==> config.mk <==
export PLATFORM = sky130hd
export DESIGN_NAME = cmp_result_monitor_flat
export DESIGN_NICKNAME = d
export VERILOG_FILES = /design/src/rtl/cmp_result_monitor_pkg.sv /design/src/rtl/cmp_result_monitor_if.sv /design/src/rtl/cmp_result_monitor_sat_counter.sv /design/src/rtl/cmp_result_monitor.sv /design/src/flat_wrapper.sv
export SDC_FILE = /design/constraint.sdc
export NUM_CORES = 1
export LEC_CHECK = 0
export ABC_AREA = 1
export CORE_UTILIZATION = 45
export DETAILED_ROUTE_END_ITERATION = 10
export GPL_TIMING_DRIVEN = 0
export PLACE_DENSITY = 0.77
export SLEW_MARGIN = 25
export SYNTH_ARGS = -nofsm -noshare
export SYNTH_HDL_FRONTEND = slang
export SYNTH_SLANG_ARGS = --single-unit
==> constraint.sdc <==
create_clock -name clk -period 1.4 [get_ports clk]
set_input_delay 0.21 -clock clk [delete_from_list [all_inputs] [get_ports clk]]
set_output_delay 0.21 -clock clk [all_outputs]
set_load 0.02 [all_outputs]
==> src/rtl/cmp_result_monitor_pkg.sv <==
// cmp_result_monitor_pkg
// Shared definitions for the comparator result monitor: the state encoding,
// the default operand and counter widths, and a one-hot helper used by the
// flag checker.
package cmp_result_monitor_pkg;

    localparam int N_DEF     = 9;
    localparam int CNT_W_DEF = 8;

    // ACCUM collects samples of a frame; REPORT holds the frame result.
    typedef enum logic [0:0] {
        ACCUM  = 1'b0,
        REPORT = 1'b1
    } mon_state_e;

    // True when exactly one bit of a 3-bit flag vector is set.
    function automatic logic is_onehot3(input logic [2:0] flags);
        logic result;
        case (flags)
            3'b001:  result = 1'b1;
            3'b010:  result = 1'b1;
            3'b100:  result = 1'b1;
            default: result = 1'b0;
        endcase
        return result;
    endfunction

endpackage

==> src/rtl/cmp_result_monitor_if.sv <==
// cmp_result_monitor_if
// Bundles the sample input handshake (in_valid/in_ready/in_last, operands
// a/b and the comparator flags under check) and the frame result handshake
// (res_valid/res_ready, outcome counters and max_a).
//   master : the side producing samples and consuming results
//   slave  : the monitor itself
interface cmp_result_monitor_if
    import cmp_result_monitor_pkg::*;
#(
    parameter int N     = N_DEF,
    parameter int CNT_W = CNT_W_DEF
) ();

    logic             in_valid;
    logic             in_ready;
    logic             in_last;
    logic [N-1:0]     a;
    logic [N-1:0]     b;
    logic             lesser;
    logic             greater;
    logic             equal;
    logic             res_valid;
    logic             res_ready;
    logic [CNT_W-1:0] lt_cnt;
    logic [CNT_W-1:0] gt_cnt;
    logic [CNT_W-1:0] eq_cnt;
    logic [CNT_W-1:0] err_cnt;
    logic [N-1:0]     max_a;

    modport master (
        output in_valid, in_last, a, b, lesser, greater, equal, res_ready,
        input  in_ready, res_valid, lt_cnt, gt_cnt, eq_cnt, err_cnt, max_a
    );

    modport slave (
        input  in_valid, in_last, a, b, lesser, greater, equal, res_ready,
        output in_ready, res_valid, lt_cnt, gt_cnt, eq_cnt, err_cnt, max_a
    );

endinterface

==> src/rtl/cmp_result_monitor_sat_counter.sv <==
// sat_counter
// Registered CNT_W-bit up-counter that sticks at its all-ones value.
//   clk, rst : clock, asynchronous active-high reset
//   inc      : count up by one (ignored once saturated)
//   clr      : clear to zero; wins over inc
//   cnt      : current count
module sat_counter #(
    parameter int CNT_W = 8
) (
    input  logic             clk,
    input  logic             rst,
    input  logic             inc,
    input  logic             clr,
    output logic [CNT_W-1:0] cnt
);

    logic [CNT_W-1:0] cnt_d;
    logic [CNT_W-1:0] cnt_q;

    // Next count: clear, saturating increment, or hold.
    always_comb begin
        cnt_d = cnt_q;
        if (clr) begin
            cnt_d = {CNT_W{1'b0}};
        end else if (inc && (cnt_q != {CNT_W{1'b1}})) begin
            cnt_d = cnt_q + {{(CNT_W-1){1'b0}}, 1'b1};
        end else begin
            cnt_d = cnt_q;
        end
    end

    // Count register.
    always_ff @(posedge clk or posedge rst) begin
        if (rst) begin
            cnt_q <= {CNT_W{1'b0}};
        end else begin
            cnt_q <= cnt_d;
        end
    end

    assign cnt = cnt_q;

endmodule

==> src/rtl/cmp_result_monitor.sv <==
// cmp_result_monitor
// Checks a comparator's lesser/greater/equal flags against its own operands
// over a frame of samples and reports per-outcome counts, an error count and
// the largest operand a seen in the frame.
//   clk, rst : clock, asynchronous active-high reset
//   bus      : cmp_result_monitor_if.slave (sample input and result output)
// A frame ends on the accepted sample with in_last=1; the result is then held
// until the consumer takes it, during which no samples are accepted.
module cmp_result_monitor
    import cmp_result_monitor_pkg::*;
#(
    parameter int N     = N_DEF,
    parameter int CNT_W = CNT_W_DEF
) (
    input  logic                  clk,
    input  logic                  rst,
    cmp_result_monitor_if.slave   bus
);

    mon_state_e   state_d;
    mon_state_e   state_q;
    logic [N-1:0] max_a_d;
    logic [N-1:0] max_a_q;

    logic       accept_s;
    logic       clr_s;
    logic [2:0] exp_flags_s;
    logic [2:0] got_flags_s;
    logic       correct_s;
    logic       inc_lt_s;
    logic       inc_gt_s;
    logic       inc_eq_s;
    logic       inc_err_s;

    // Sample acceptance, result hand-off and flag check.
    // The expected vector is always one-hot, so an exact match already
    // implies one-hot; the explicit one-hot test keeps the intent visible.
    always_comb begin
        accept_s    = bus.in_valid && (state_q == ACCUM);
        clr_s       = bus.res_ready && (state_q == REPORT);
        exp_flags_s = {(bus.a < bus.b), (bus.a > bus.b), (bus.a == bus.b)};
        got_flags_s = {bus.lesser, bus.greater, bus.equal};
        correct_s   = is_onehot3(got_flags_s) && (got_flags_s == exp_flags_s);
        inc_lt_s    = accept_s && correct_s && bus.lesser;
        inc_gt_s    = accept_s && correct_s && bus.greater;
        inc_eq_s    = accept_s && correct_s && bus.equal;
        inc_err_s   = accept_s && !correct_s;
    end

    // Next state and running maximum of a.
    always_comb begin
        state_d = state_q;
        max_a_d = max_a_q;
        case (state_q)
            ACCUM: begin
                if (accept_s && (bus.a > max_a_q)) begin
                    max_a_d = bus.a;
                end else begin
                    max_a_d = max_a_q;
                end
                if (accept_s && bus.in_last) begin
                    state_d = REPORT;
                end else begin
                    state_d = ACCUM;
                end
            end
            REPORT: begin
                if (clr_s) begin
                    state_d = ACCUM;
                    max_a_d = {N{1'b0}};
                end else begin
                    state_d = REPORT;
                    max_a_d = max_a_q;
                end
            end
            default: begin
                state_d = ACCUM;
                max_a_d = {N{1'b0}};
            end
        endcase
    end

    // State and max_a registers.
    always_ff @(posedge clk or posedge rst) begin
        if (rst) begin
            state_q <= ACCUM;
            max_a_q <= {N{1'b0}};
        end else begin
            state_q <= state_d;
            max_a_q <= max_a_d;
        end
    end

    sat_counter #(.CNT_W(CNT_W)) u_lt_cnt (
        .clk (clk), .rst (rst), .inc (inc_lt_s),  .clr (clr_s), .cnt (bus.lt_cnt)
    );
    sat_counter #(.CNT_W(CNT_W)) u_gt_cnt (
        .clk (clk), .rst (rst), .inc (inc_gt_s),  .clr (clr_s), .cnt (bus.gt_cnt)
    );
    sat_counter #(.CNT_W(CNT_W)) u_eq_cnt (
        .clk (clk), .rst (rst), .inc (inc_eq_s),  .clr (clr_s), .cnt (bus.eq_cnt)
    );
    sat_counter #(.CNT_W(CNT_W)) u_err_cnt (
        .clk (clk), .rst (rst), .inc (inc_err_s), .clr (clr_s), .cnt (bus.err_cnt)
    );

    // Handshake outputs come straight from the state register.
    assign bus.in_ready  = (state_q == ACCUM);
    assign bus.res_valid = (state_q == REPORT);
    assign bus.max_a     = max_a_q;

endmodule

==> src/flat_wrapper.sv <==
// flat-port wrapper written by rule: the top's interface ports become plain ports
module cmp_result_monitor_flat import cmp_result_monitor_pkg::*;
#(
    parameter int N     = N_DEF,
    parameter int CNT_W = CNT_W_DEF
)
  (clk, rst, bus_in_valid, bus_in_last, bus_a, bus_b, bus_lesser, bus_greater, bus_equal, bus_res_ready, bus_in_ready, bus_res_valid, bus_lt_cnt, bus_gt_cnt, bus_eq_cnt, bus_err_cnt, bus_max_a);
  cmp_result_monitor_if #(.N(N), .CNT_W(CNT_W)) bus_i ();
  input  logic clk;
  input  logic rst;
  input wire logic [$bits(bus_i.in_valid)-1:0] bus_in_valid;
  input wire logic [$bits(bus_i.in_last)-1:0] bus_in_last;
  input wire logic [$bits(bus_i.a)-1:0] bus_a;
  input wire logic [$bits(bus_i.b)-1:0] bus_b;
  input wire logic [$bits(bus_i.lesser)-1:0] bus_lesser;
  input wire logic [$bits(bus_i.greater)-1:0] bus_greater;
  input wire logic [$bits(bus_i.equal)-1:0] bus_equal;
  input wire logic [$bits(bus_i.res_ready)-1:0] bus_res_ready;
  output wire logic [$bits(bus_i.in_ready)-1:0] bus_in_ready;
  output wire logic [$bits(bus_i.res_valid)-1:0] bus_res_valid;
  output wire logic [$bits(bus_i.lt_cnt)-1:0] bus_lt_cnt;
  output wire logic [$bits(bus_i.gt_cnt)-1:0] bus_gt_cnt;
  output wire logic [$bits(bus_i.eq_cnt)-1:0] bus_eq_cnt;
  output wire logic [$bits(bus_i.err_cnt)-1:0] bus_err_cnt;
  output wire logic [$bits(bus_i.max_a)-1:0] bus_max_a;
  assign bus_i.in_valid = bus_in_valid;
  assign bus_i.in_last = bus_in_last;
  assign bus_i.a = bus_a;
  assign bus_i.b = bus_b;
  assign bus_i.lesser = bus_lesser;
  assign bus_i.greater = bus_greater;
  assign bus_i.equal = bus_equal;
  assign bus_i.res_ready = bus_res_ready;
  assign bus_in_ready = bus_i.in_ready;
  assign bus_res_valid = bus_i.res_valid;
  assign bus_lt_cnt = bus_i.lt_cnt;
  assign bus_gt_cnt = bus_i.gt_cnt;
  assign bus_eq_cnt = bus_i.eq_cnt;
  assign bus_err_cnt = bus_i.err_cnt;
  assign bus_max_a = bus_i.max_a;
  cmp_result_monitor #(.N(N), .CNT_W(CNT_W)) u_core (.clk(clk), .rst(rst), .bus(bus_i));
endmodule
==> results of run 1 <==
-- power breakdown --
group	internal [mW]	switching, mW	leakage [nW]
registers	1.42	0.180	0.547
clock network	0.397	0.462	0.0472
logic	0.999	1.34	1.74
total	2.82	1.98	2.34
-- flip-flops by register name, indices dropped and copies added, names as in the netlist --
register              flops
u_core.u_gt_cnt.cnt       8
u_core.u_err_cnt.cnt      8
u_core.u_lt_cnt.cnt       8
u_core.bus.max_a          9
u_core.u_eq_cnt.cnt       8
u_core.bus.res_valid      1
-- area by class of cell --
class	instances	area [µm²]	share of cell area, %
plain buffers	4	20.0	0.435
clock buffers	6	82.6	1.79
clock inverters	2	12.5	0.272
inverters	54	235	5.11
multi-input cells	265	2270	49.3
flip-flops and latches	42	1070	23.2
well taps	75	93.8	2.04
repair buffers	90	820	17.8
-- cell usage after synthesis --
cell type	number
a31oi_1	1
a21oi_1	7
nor2_4	2
xor2_1	18
dfrtp_1	42
a21oi_2	1
nand2_1	97
inv_1	49
nand3_1	51
nand3b_1	5
nand3_4	2
clkbuf_1	4
clkinv_2	2
inv_2	3
and3_1	1
nor3b_1	2
nor2_1	19
o2111ai_1	1
nor2_2	2
xnor2_1	3
nand3_2	1
o21ai_0	12
nand2_2	2
ha_1	22
a41oi_1	1
or2_2	1
nand4_1	9
nor2_8	1
nor3_1	1
-- through the flow --
stage | utilization (%) | hold WS [ns] | instances | worst slack (ns) | power [mW]
2_1_floorplan | - | 0.306 | 362 | -0.160 | 2.78
3_3_place_gp | 66.6 | 0.537 | 505 | -0.963 | 3.43
3_5_place_dp | 66.9 | 0.527 | 506 | -1.03 | 3.50
4_1_cts | 73.2 | 0.139 | 530 | -0.183 | 4.53
5_1_grt | 77.4 | 0.158 | 538 | -0.458 | 5.06
6_report | 77.4 | 0.147 | 538 | -0.356 | 4.80
-- how the worst min path moves through the flow --
stage	end	slack, ns	from	cells past startpoint
6_report	u_core.bus.max_a[6]	0.15	bus_a[6]	3
3_5_place_dp	u_core.u_lt_cnt.cnt[2]	0.53	rst	2
3_3_place_gp	u_core.bus.max_a[5]	0.54	u_core.bus.max_a[5]	2
4_1_cts	u_core.bus.max_a[2]	0.14	bus_a[2]	3
2_1_floorplan	u_core.bus.res_valid	0.31	bus_res_ready	1
5_1_grt	u_core.bus.max_a[5]	0.16	bus_a[5]	3
-- tightest hold or removal path: stages --
cell and delay, ns:
buf_8 0.09, nand2_1 0.05, o21ai_1 0.06
-- layer usage --
layer,vias to the layer above,global-route usage [%]
li1,1381,-
met1,1407,31.0
met3,16,4.09
met5,-,0
met2,102,46.7
met4,0,8.39
-- cells by family (layout without fill, tap and decap cells) --
| kind of cell | Yosys count | in the layout | synth area share [%] |
|---|---|---|---|
| XOR/XNOR | 21 | 21 | 6.60 |
| adder cells (fa/ha/maj) | 22 | 22 | 9.87 |
| AO/OA/AOI/OAI | 23 | 23 | 4.58 |
| AND/OR/NAND/NOR | 196 | 199 | 33.3 |
| flip-flops | 42 | 42 | 37.7 |
| buffers and inverters | 58 | 156 | 7.90 |
-- timing repair --
action                     CTS  global route
setup endpoints to repair   84            43
pin swaps                   33            43
gates cloned                 3             0
hold buffers                 0             0
gates resized for setup    181            48
buffers inserted            13             8
==> flow_summary.yaml, run 1 <==
drt:
  first_pass_iters: 5
  drt_iter0_drc: 82
  post_drt_wl_per_cell_um: 15.8
  detail-route-antenna-nets: 0
  wl_met2_um: 4440
  highest_layer: "met4"
  remaining_drc_errors: 0
  routed_via_density: 5.40
  wl_um: 8510
  via_count: 2906
  wl_met3_um: 431
  met1_length_um: 3480
cells_and_area:
  drive_gt1_share_pct: 47.1
  layout_common_cells: "nand2_1 (62), dlygate4sd2_1 (47), nand2_2 (26), dfrtp_1 (26), nand3_2 (25)"
  area_delta_synth_final_pct: 65.3
  n_fill_cell: 397
  antenna_cells: 0
  final_nets: 510
  mostFrequentLayoutCell: "nand2_1"
  fin_area_um2: 4610
timing:
  tightest_slew_ns: 0.388
  fmax_mhz: 569
  timing.final.ws_setup_ns: -0.356
  setup_violations: 41
  relSlewSlack_pct: 74.1
  slew_viol_final: 0
  period_share_pct: 125
  timing.setup.tns_ns: -11.55
  fin_crit_ns: 1.76
  grt_setup_unrepaired: "yes"
  skew_ns: 0.00697
  finalHoldViolations: 0
run:
  max-cap-violations: 0
die:
  die_area_um2: 6510
  row_count: 28
  die_w_um: 80.7
  io-pin-count: 69
  start_util_pct: 46.8
  die_y_um: 80.7
  core_region_area_um2: 5960
clock_tree:
  insertion_delay_ns: 0.30
  tritoncts: "built"
  clk_pin_slew_ns: 0.09
  clk_root_buffer_cell: "clkbuf_8"
  clock_sinks: 42
  cts.path.max_buffers: 2
  htree_levels: 2
  cts-buffers-inserted: 5
setup_path:
  cp.arrival_ns: 2.00
  cp.required_ns: 1.64
  rr_startpoint: "u_core.bus.max_a[3]"
  path_depth: 12
  crit_type: "input port to flop"
  crit_family: "simple AND/OR/NAND/NOR gates"
  cpMaxStageDelayCell: "dlygate4sd2_1"
  max_stage_delay_ns: 0.31
  end_kind: "flop"
  cp-endpoint: "u_core.u_gt_cnt.cnt[4]"
  path_cells: "dlygate4sd2_1, nor2_1, nor2_1, a21oi_1, nand2_1, nor2_4, inv_2, nor2_8, nand3_4, inv_8, nand2_4, nand2_2"
  r2r_slack_ns: -0.26
  crit_path_frequent_cell: "nor2_1"
  crit_fanout: 7
  crit_path_start_kind: "input port"
  startpoint: "bus_lesser"
  path_buf_inv: 3
  reg2reg_depth: 9
  rr_endpoint: "u_core.bus.max_a[3]"
grt:
  grt_pass1_wl_um: 13000
  overflow: 0
  antenna_found_initial: 0
  track_usage_pct: 25.8
  grt_max_degree: 31
  grt_pass1_vias: 2779
power:
  pwr_density_cell_nw_per_um2: 1040
  p_leak_nw: 2.34
  peakVddDrop_uv: 742
place:
  hpwlAfterDp_um: 5230
  dpl_cell_area_um2: 3990
  place_congestion: 0.792
  port_buffers: 68
hold_path:
  hold_path_class: "input port to flop"
logic_synthesis:
  synth_seq_cells: 42
  yosys.cell_types.count: 29
  synth_top_area_cell: "dfrtp_1"
  syn_nets: 410
  avgSynthCellArea_um2: 7.70
  syn_inst: 362
  synthesis.area_um2: 2790
  synth.area.top_cells: "dfrtp_1 (38%), nand2_1 (13%), ha_1 (9.9%)"
  seq_area_frac_synth_pct: 37.7
  synth_top_area_share_pct: 37.7
  yosys_warnings: 0
run_status:
  failed_checks: "setup timing"
  outcome: "finished, violations left"
Note: power is estimated with default switching activity, not from simulation.
==> run 2, diff against run 1 <==
--- a/config.mk
+++ b/config.mk
@@ -7,6 +7,7 @@
 export LEC_CHECK = 0
 export ABC_AREA = 1
 export CORE_UTILIZATION = 45
+export CTS_CLUSTER_SIZE = 8
 export DETAILED_ROUTE_END_ITERATION = 10
 export GPL_TIMING_DRIVEN = 0
 export PLACE_DENSITY = 0.77
==> results of run 2 <==
No change in the layout: final DEF, timing and power equal those of run 1.
